[src/rtl/simon_sequence_player.sv]
// Simon Says transmitter: plays an LFSR-generated 2-bit symbol sequence on four
// one-hot LEDs and regenerates the same stream, one symbol at a time, for the checker.
module simon_sequence_player #(
  parameter int ON_CYCLES  = 8,
  parameter int OFF_CYCLES = 4
) (
  input  logic       clk,
  input  logic       rst_n,
  input  logic       ena,
  input  logic       new_game,
  input  logic       start,
  input  logic [5:0] seq_len,
  input  logic       chk_restart,
  input  logic       chk_next,
  output logic [3:0] led_out,
  output logic [1:0] sym_out,
  output logic       busy,
  output logic       done,
  output logic [1:0] exp_sym
);

  localparam int MAX_CYC = (ON_CYCLES > OFF_CYCLES) ? ON_CYCLES : OFF_CYCLES;
  localparam int CW      = $clog2(MAX_CYC + 1);
  localparam logic [CW-1:0] GAP_LAST  = CW'(OFF_CYCLES - 1);
  localparam logic [CW-1:0] SHOW_LAST = CW'(ON_CYCLES - 1);
  localparam logic [7:0]    SEED_INIT = 8'h01;

  typedef enum logic [1:0] {S_IDLE, S_GAP, S_SHOW, S_FIN} state_t;

  function automatic logic [7:0] lfsr_step(input logic [7:0] x);
    return (x >> 1) ^ (x[0] ? 8'hB8 : 8'h00);
  endfunction

  state_t        r_state;
  logic [7:0]    r_seed;
  logic [7:0]    r_entropy;
  logic [7:0]    r_play_lfsr;
  logic [7:0]    r_chk_lfsr;
  logic [5:0]    r_len;
  logic [5:0]    r_idx;
  logic [CW-1:0] r_cnt;
  logic [3:0]    r_led;
  logic [1:0]    r_sym;
  logic [1:0]    r_exp_sym;
  logic          r_busy;
  logic          r_done;

  logic [7:0] w_new_seed;
  logic [7:0] w_chk_base;
  logic [7:0] w_chk_restart_val;
  logic [7:0] w_chk_next_val;
  logic [7:0] w_play_next;
  logic       w_last_sym;

  // A zero seed would lock the LFSR, so it is replaced by the reset seed.
  assign w_new_seed        = (r_entropy == 8'h00) ? SEED_INIT : r_entropy;
  assign w_chk_base        = new_game ? w_new_seed : r_seed;
  assign w_chk_restart_val = lfsr_step(w_chk_base);
  assign w_chk_next_val    = lfsr_step(r_chk_lfsr);
  assign w_play_next       = lfsr_step(r_play_lfsr);
  assign w_last_sym        = (r_idx + 6'd1) == r_len;

  always_ff @(posedge clk) begin
    if (!rst_n) begin
      r_state     <= S_IDLE;
      r_seed      <= SEED_INIT;
      r_entropy   <= SEED_INIT;
      r_play_lfsr <= SEED_INIT;
      r_chk_lfsr  <= SEED_INIT;
      r_len       <= 6'd0;
      r_idx       <= 6'd0;
      r_cnt       <= '0;
      r_led       <= 4'd0;
      r_sym       <= 2'd0;
      r_exp_sym   <= 2'd0;
      r_busy      <= 1'b0;
      r_done      <= 1'b0;
    end else if (ena) begin
      r_entropy <= lfsr_step(r_entropy);
      r_done    <= 1'b0;

      if (new_game || chk_restart) begin
        r_chk_lfsr <= w_chk_restart_val;
        r_exp_sym  <= w_chk_restart_val[1:0];
      end else if (chk_next) begin
        r_chk_lfsr <= w_chk_next_val;
        r_exp_sym  <= w_chk_next_val[1:0];
      end

      if (new_game) begin
        r_seed  <= w_new_seed;
        r_state <= S_IDLE;
        r_busy  <= 1'b0;
        r_led   <= 4'd0;
      end else begin
        case (r_state)
          S_IDLE: begin
            if (start) begin
              r_len       <= seq_len;
              r_idx       <= 6'd0;
              r_play_lfsr <= r_seed;
              r_cnt       <= '0;
              if (seq_len != 6'd0) begin
                r_busy  <= 1'b1;
                r_state <= S_GAP;
              end else begin
                r_state <= S_FIN;
              end
            end
          end
          S_GAP: begin
            if (r_cnt == GAP_LAST) begin
              r_cnt       <= '0;
              r_play_lfsr <= w_play_next;
              r_sym       <= w_play_next[1:0];
              r_led       <= 4'b0001 << w_play_next[1:0];
              r_state     <= S_SHOW;
            end else begin
              r_cnt <= r_cnt + 1'b1;
            end
          end
          S_SHOW: begin
            if (r_cnt == SHOW_LAST) begin
              r_cnt   <= '0;
              r_led   <= 4'd0;
              r_idx   <= r_idx + 6'd1;
              r_state <= w_last_sym ? S_FIN : S_GAP;
            end else begin
              r_cnt <= r_cnt + 1'b1;
            end
          end
          S_FIN: begin
            r_done  <= 1'b1;
            r_busy  <= 1'b0;
            r_state <= S_IDLE;
          end
          default: r_state <= S_IDLE;
        endcase
      end
    end
  end

  assign led_out = r_led;
  assign sym_out = r_sym;
  assign busy    = r_busy;
  assign done    = r_done;
  assign exp_sym = r_exp_sym;

endmodule

[config.mk]
export PLATFORM = sky130hd
export DESIGN_NAME = simon_sequence_player
export DESIGN_NICKNAME = d
export VERILOG_FILES = /design/src/rtl/simon_sequence_player.sv
export SDC_FILE = /design/constraint.sdc
export NUM_CORES = 1
export LEC_CHECK = 0
export BUFFER_PORTS_ARGS = -buffer_cell sky130_fd_sc_hd__buf_2
export CAP_MARGIN = 10
export CORE_MARGIN = 2
export CORE_UTILIZATION = 24
export DETAILED_ROUTE_END_ITERATION = 10
export GPL_ROUTABILITY_DRIVEN = 0
export HOLD_SLACK_MARGIN = 0.1
export PLACE_DENSITY_LB_ADDON = 0.08
export SLEW_MARGIN = 20
export SYNTH_ARGS = -nofsm -noshare
export SYNTH_HDL_FRONTEND = slang
export SYNTH_SLANG_ARGS = --single-unit
[constraint.sdc]
create_clock -name clk -period 2.6 [get_ports clk]
set_clock_uncertainty 0.2 [all_clocks]
set_input_delay 0.13 -clock clk [delete_from_list [all_inputs] [get_ports clk]]
set_output_delay 0.13 -clock clk [all_outputs]
set_load 0.02 [all_outputs]
==> results.cfg, run 1 <==
[setup_path]
cp_slowest_cell = nand3_1
slowest_delay_ns = 0.43
cp-start-kind = flop
reg2regPathDepth = 6
worstPathMaxFanout = 12
path_cells = inv_1 -> ha_1 -> nand2b_1 -> nand3_1 -> a211o_1 -> a21oi_1
reg2reg_from = r_state[0]
cp_data_required_time_ns = 2.66
path_class = reg -> reg
rr_endpoint = r_play_lfsr[5]
end_kind = flop
cp.arrival_ns = 2.26
rrSetupSlack_ns = 0.40
setup.worst_path.start = r_state[0]
crit_end = r_play_lfsr[5]

[logic_synthesis]
synthXorXnorAreaFrac_pct = 5.21
syn_area_per_cell_um2 = 8.38
yosys_warnings = 0
netlist-cell-type-count = 49
synth-seq-area-share_pct = 39.0
synth_top_family_by_area = simple AND/OR/NAND/NOR gates
synth_ff_type = dfxtp_1
netlist_instances = 361
synth_compound_area_share_pct = 16.3
synth_top_area_share_pct = 39.0
post_synth_and_or_nand_nor_area_fraction_pct = 20.4
synth_seq_cells = 59
synthArstFlopShare_pct = 0
synth.area.top_cells = dfxtp_1 39%, mux2i_1 10%, a21oi_1 5.3%
synth_mux_area_share_pct = 12.1
synth_area_um2 = 3030
synthesis.nets = 380
synth_edf_count = 0
yosysTopAreaCell = dfxtp_1
synthAdderAreaFrac_pct = 2.48

[sta]
slew_headroom_pct = 49.7
fin_tns_setup_ns = 0
rsz0062_at_grt = no
drv_slew = 0
setup_slack_ns = 0.402
hold_ws_ns = 0.161
fin_crit_ns = 2.20
finalCritPeriodShare_pct = 84.5
finalSetupViolCount = 0
worstMarginPinSlew_ns = 0.748
finalHoldViolCount = 0
fmax_mhz = 455

[power]
sw_frac_of_total_pct = 24.3
combPwrFrac_pct = 9.6
p_per_area_nw_per_um2 = 619
switchingPower_uw = 549
internal_power_mw = 1.71
p_leak_nw = 1.44
seqPwrFrac_pct = 43.0
p_clk_share_pct = 47.4
max-vdd-ir-drop_v = 0.000285

[floorplan]
num_rows = 41
die_height_um = 116
core_um2 = 12500
ioPinCount = 23
fp.dieArea_um2 = 13500
initial_utilization_pct = 24.3
die_width_um = 116

[status]
status = finished, final reports clean

[placement]
dp_slack_ns = 0.399
dp.cells = 536
io_buffers = 22
dp_hpwl_mm = 5.61

[routing]
ant_nets = 0
via_count = 2537
wirelength_mm = 7.92
route.detailed.drc = 0
dr.pass1.iters = 6
wire_per_inst_um = 14.2
via_per_inst = 4.55
drt-initial-drc-count = 165

[clocking]
clock-sinks = 59
clockBufferDepth = 2
cts_buffers = 9
htree_levels = 3
clockRootBuffer = clkbuf_16
path_clk_slew_ns = 0.05
clk_latency_ns = 0.33
cts_tree = done

[final_layout]
finalNetCount = 404
fin_cells = 558
n_antenna_cell = 0
regArea_um2 = 1180
multi_input_area_um2 = 1710
mostFrequentLayoutCells = 59 x dfxtp_1, 41 x nor2_1, 37 x nand2_1, 32 x a21oi_1, 31 x mux2i_1
post_route_cells_drive_above_1_share_pct = 12.2
nFillCells = 1355
final_common_cell = dfxtp_1
area_growth_pct = 20.4

[worst_hold_path]
min_path_type = in -> reg

[grt]
antenna_found_initial = 0
grt_max_degree = 25
grt_pass1_vias = 2409
overflow = 0
grt_use_total_pct = 12.7
grt_pass1_wl_mm = 12.9

[job]
maxCapViolCount = 0
==> area by class of cell <==
cell class                      count  area share [%]
Sequential cell                    59            32.4
Inverter                            7           0.721
Tap cell                          172            5.90
Clock buffer                       12            7.04
Timing Repair Buffer               38            7.00
Multi-Input combinational cell    270            46.9
==> cells in the mapped netlist (2+ instances only) <==
library cell,n
o211ai_1,7
buf_1,3
ha_1,6
mux2_2,5
nand3b_1,3
o21bai_1,3
nand2b_1,4
buf_4,2
or3_1,2
nor2_1,41
buf_2,6
nand2_1,37
inv_1,6
o21a_1,2
a41oi_1,2
nor2b_1,5
a21boi_0,2
nor3_1,5
and3_1,3
a211oi_1,6
a21oi_1,32
a211o_1,3
nand3_1,20
clkbuf_1,14
xor2_1,4
nor4_1,3
mux2i_1,31
o21ai_0,11
a21o_1,2
dfxtp_1,59
xnor2_1,14
==> kinds of logic (layout without fill, tap and decap cells) <==
| kind of cell | Yosys count | in the layout |
|---|---|---|
| simple gates | 132 | 132 |
| compound gates | 78 | 78 |
| flops | 59 | 59 |
| mux | 36 | 36 |
| buf+inv | 32 | 57 |
| xor+xnor | 18 | 18 |
| fa+ha+maj | 6 | 6 |
==> layer usage <==
metal	wire length, um	GRT usage, %	vias up
met5	0	0	-
met4	153	5.32	0
met3	281	4.05	11
met2	3650	19.9	36
met1	3840	16.2	1179
li1	-	-	1311
==> worst min path at each step <==
stage                startpoint            end  slack [ns]  depth (start not counted)
floorplan            seq_len[0]       r_len[0]        0.07                          2
global placement     seq_len[1]       r_len[1]        0.18                          3
detailed placement   seq_len[1]       r_len[1]        0.18                          3
CTS                 chk_restart  r_chk_lfsr[1]        0.16                          5
global route        chk_restart  r_chk_lfsr[1]        0.19                          5
finish              chk_restart  r_chk_lfsr[1]        0.16                          5
==> power groups by stage <==
| stage | clock (mW) | sequential, mW | combinational (mW) |
|---|---|---|---|
| 2_1_floorplan | 0 | 0.977 | 0.158 |
| 3_3_place_gp | 0 | 0.988 | 0.211 |
| 3_5_place_dp | 0 | 0.988 | 0.209 |
| 4_1_cts | 1.11 | 0.970 | 0.221 |
| 5_1_grt | 1.14 | 0.974 | 0.243 |
| 6_report | 1.07 | 0.970 | 0.217 |
==> sequential cells by signal, indices dropped and copies added, names as in the netlist, 4 cells and up <==
signal       flops
led_out          4
r_chk_lfsr       8
r_cnt            4
r_entropy        8
r_idx            6
r_len            6
r_play_lfsr      8
r_seed           8
==> critical path, delay by kind of cell, from the launching register on <==
kind            cells  cell delay (ns)
compound gates      2             0.51
simple gates        2             0.66
flops               1             0.38
fa+ha+maj           1             0.29
buf+inv             1             0.08
==> metrics by stage <==
stage               total power, mW  instance area, um^2  util, %
finish                         2.26                 3640     29.2
global route                   2.35                 3640     29.2
CTS                            2.30                 3640     29.2
detailed placement             1.20                 3290     26.4
global placement               1.20                 3290     26.4
floorplan                      1.14                 3030        -
==> repair_timing <==
| action | 4_1_cts | 5_1_grt |
|---|---|---|
| buffers inserted | 0 | 0 |
| gates resized for setup | 0 | 0 |
| hold buffers | 10 | 0 |
| hold endpoints to repair | 35 | 0 |
Power figures use the tool's default switching activity.
==> run 2, diff against run 1 <==
Clock period 2.6 ns to 2.1 ns, I/O delays scaled along.
==> run 2 against run 1 <==
  * Power is 35% higher
  * Critical path type unchanged
  * Largest power group unchanged
  * Critical path depth is 1 higher
  * Via count is 0.43% higher
  * Cell count is 2.5% higher
  * Design area is 4.1% higher
  * Die area stayed put
  * Worst hold slack worse by 0.048 ns
==> results.cfg, run 2 (same netlist as run 1, synthesis figures left out) <==
[routing]
ant_nets = 0
via_count = 2548
route.detailed.drc = 0
wire_per_inst_um = 14.0
wirelength_mm = 8.03
via_per_inst = 4.45
drt-initial-drc-count = 113
dr.pass1.iters = 4

[setup_path]
end_kind = flop
cp_data_required_time_ns = 2.18
cp_top_family = simple AND/OR/NAND/NOR gates
worstPathMaxFanout = 8
slowest_delay_ns = 0.38
path_cells = inv_1 -> ha_1 -> nand2b_2 -> and3b_1 -> nand3_1 -> nor3_1 -> o21a_1
cp_slowest_cell = dfxtp_1
cp.arrival_ns = 2.06
path_class = reg -> reg
cp-start-kind = flop
crit_buf_inv = 1

[placement]
io_buffers = 22
place_area_um2 = 3350
dp.cells = 544
dp_hpwl_mm = 5.68
dp_slack_ns = 0.0292

[worst_hold_path]
min_path_type = in -> reg

[power]
p_clk_share_pct = 51.2
combPwrFrac_pct = 9.2
p_per_area_nw_per_um2 = 799
p_leak_nw = 1.52
max-vdd-ir-drop_v = 0.000281
sw_frac_of_total_pct = 23.7
seqPwrFrac_pct = 39.5
switchingPower_uw = 718
internal_power_mw = 2.32

[floorplan]
die_height_um = 116
num_rows = 41
ioPinCount = 23
core_um2 = 12500
initial_utilization_pct = 24.3
fp.dieArea_um2 = 13500
die_width_um = 116

[grt]
antenna_found_initial = 0
grt_max_degree = 27
grt_pass1_wl_mm = 13.4
overflow = 0
grt_pass1_vias = 2635
grt_use_total_pct = 13.0

[clocking]
clk_latency_ns = 0.33
path_clk_slew_ns = 0.05
cts_buffers = 9
htree_levels = 3
clockRootBuffer = clkbuf_16
cts_tree = done
clock-sinks = 59
clockBufferDepth = 2

[sta]
fin_tns_setup_ns = 0
finalSetupViolCount = 0
setup_slack_ns = 0.117
rsz0062_at_grt = no
fin_crit_ns = 1.98
slew_headroom_pct = 64.9
drv_slew = 0
worstMarginPinSlew_ns = 0.522
fmax_mhz = 504
finalCritPeriodShare_pct = 94.4
finalHoldViolCount = 0

[final_layout]
area_growth_pct = 25.4
mostFrequentLayoutCells = 59 x dfxtp_1, 41 x nor2_1, 37 x nand2_1, 31 x a21oi_1, 31 x mux2i_1
design_area_um2 = 3790
post_route_cells_drive_above_1_share_pct = 16.3
final_common_cell = dfxtp_1
finalNetCount = 414
fin_cells = 572
n_antenna_cell = 0

[job]
maxCapViolCount = 0

[status]
status = finished, final reports clean
run 2: cell types whose count changed in the layout (fill, tap and decap cells not counted), sizes merged:
| cell | previous run | this run |
|---|---|---|
| clkbuf | 12 | 10 |
| bufinv | 0 | 2 |
| dlygate4sd3 | 10 | 12 |
| buf | 28 | 36 |
| clkinv | 0 | 4 |
run 2: layer usage:
layer	part of all wire (%)	track usage [%]	up-vias
met2	47	21.9	21
met3	2.8	4.41	5
li1	-	-	1339
met4	0.88	3.57	0
met5	0	0	-
met1	49	15.7	1183
run 2: repair_timing:
item | CTS | global route
hold endpoints to repair | 33 | 0
endpoints found under the setup margin | 0 | 17
hold buffers | 12 | 0
gates resized for setup | 0 | 7
buffers inserted | 0 | 0
run 2: power by group through the flow:
stage	Clock [mW]	Sequential (mW)	Combinational [mW]
2_1_floorplan	0	1.21	0.196
3_3_place_gp	0	1.22	0.267
3_5_place_dp	0	1.22	0.266
4_1_cts	1.62	1.20	0.284
5_1_grt	1.66	1.20	0.315
6_report	1.55	1.20	0.280
run 2: area by class of cell:
cell class / count / area, um^2
Fill cell: 1371 / 8670
Multi-Input combinational cell: 270 / 1730
Sequential cell: 59 / 1180
Timing Repair Buffer: 48 / 335
Clock buffer: 10 / 229
Tap cell: 172 / 215
Clock inverter: 6 / 80.1
Inverter: 7 / 26.3
run 2: final timing paths:
check / startpoint / endpoint / slack [ns] / depth (start not counted)
max: r_state[0] / r_cnt[3] / 0.12 / 7
min: new_game / busy / 0.11 / 3
max reg2reg: r_state[0] / r_cnt[3] / 0.12 / 7
min reg2reg: r_play_lfsr[3] / r_play_lfsr[3] / 0.25 / 2
run 2: through the flow:
stage	hold WS, ns	power, mW	utilization, %
final	0.113	3.03	30.4
after global placement	0.157	1.49	26.9
after CTS	0.102	3.10	30.3
after floorplan	0.0489	1.41	-
after global routing	0.155	3.18	30.4
after detailed placement	0.157	1.49	26.9
run 2: worst register-to-register path, cell delays in order (launching register included):
cell and delay [ns]:
dfxtp_1 0.38, inv_1 0.09, ha_1 0.30, nand2b_2 0.20
and3b_1 0.30, nand3_1 0.13, nor3_1 0.20, o21a_1 0.12
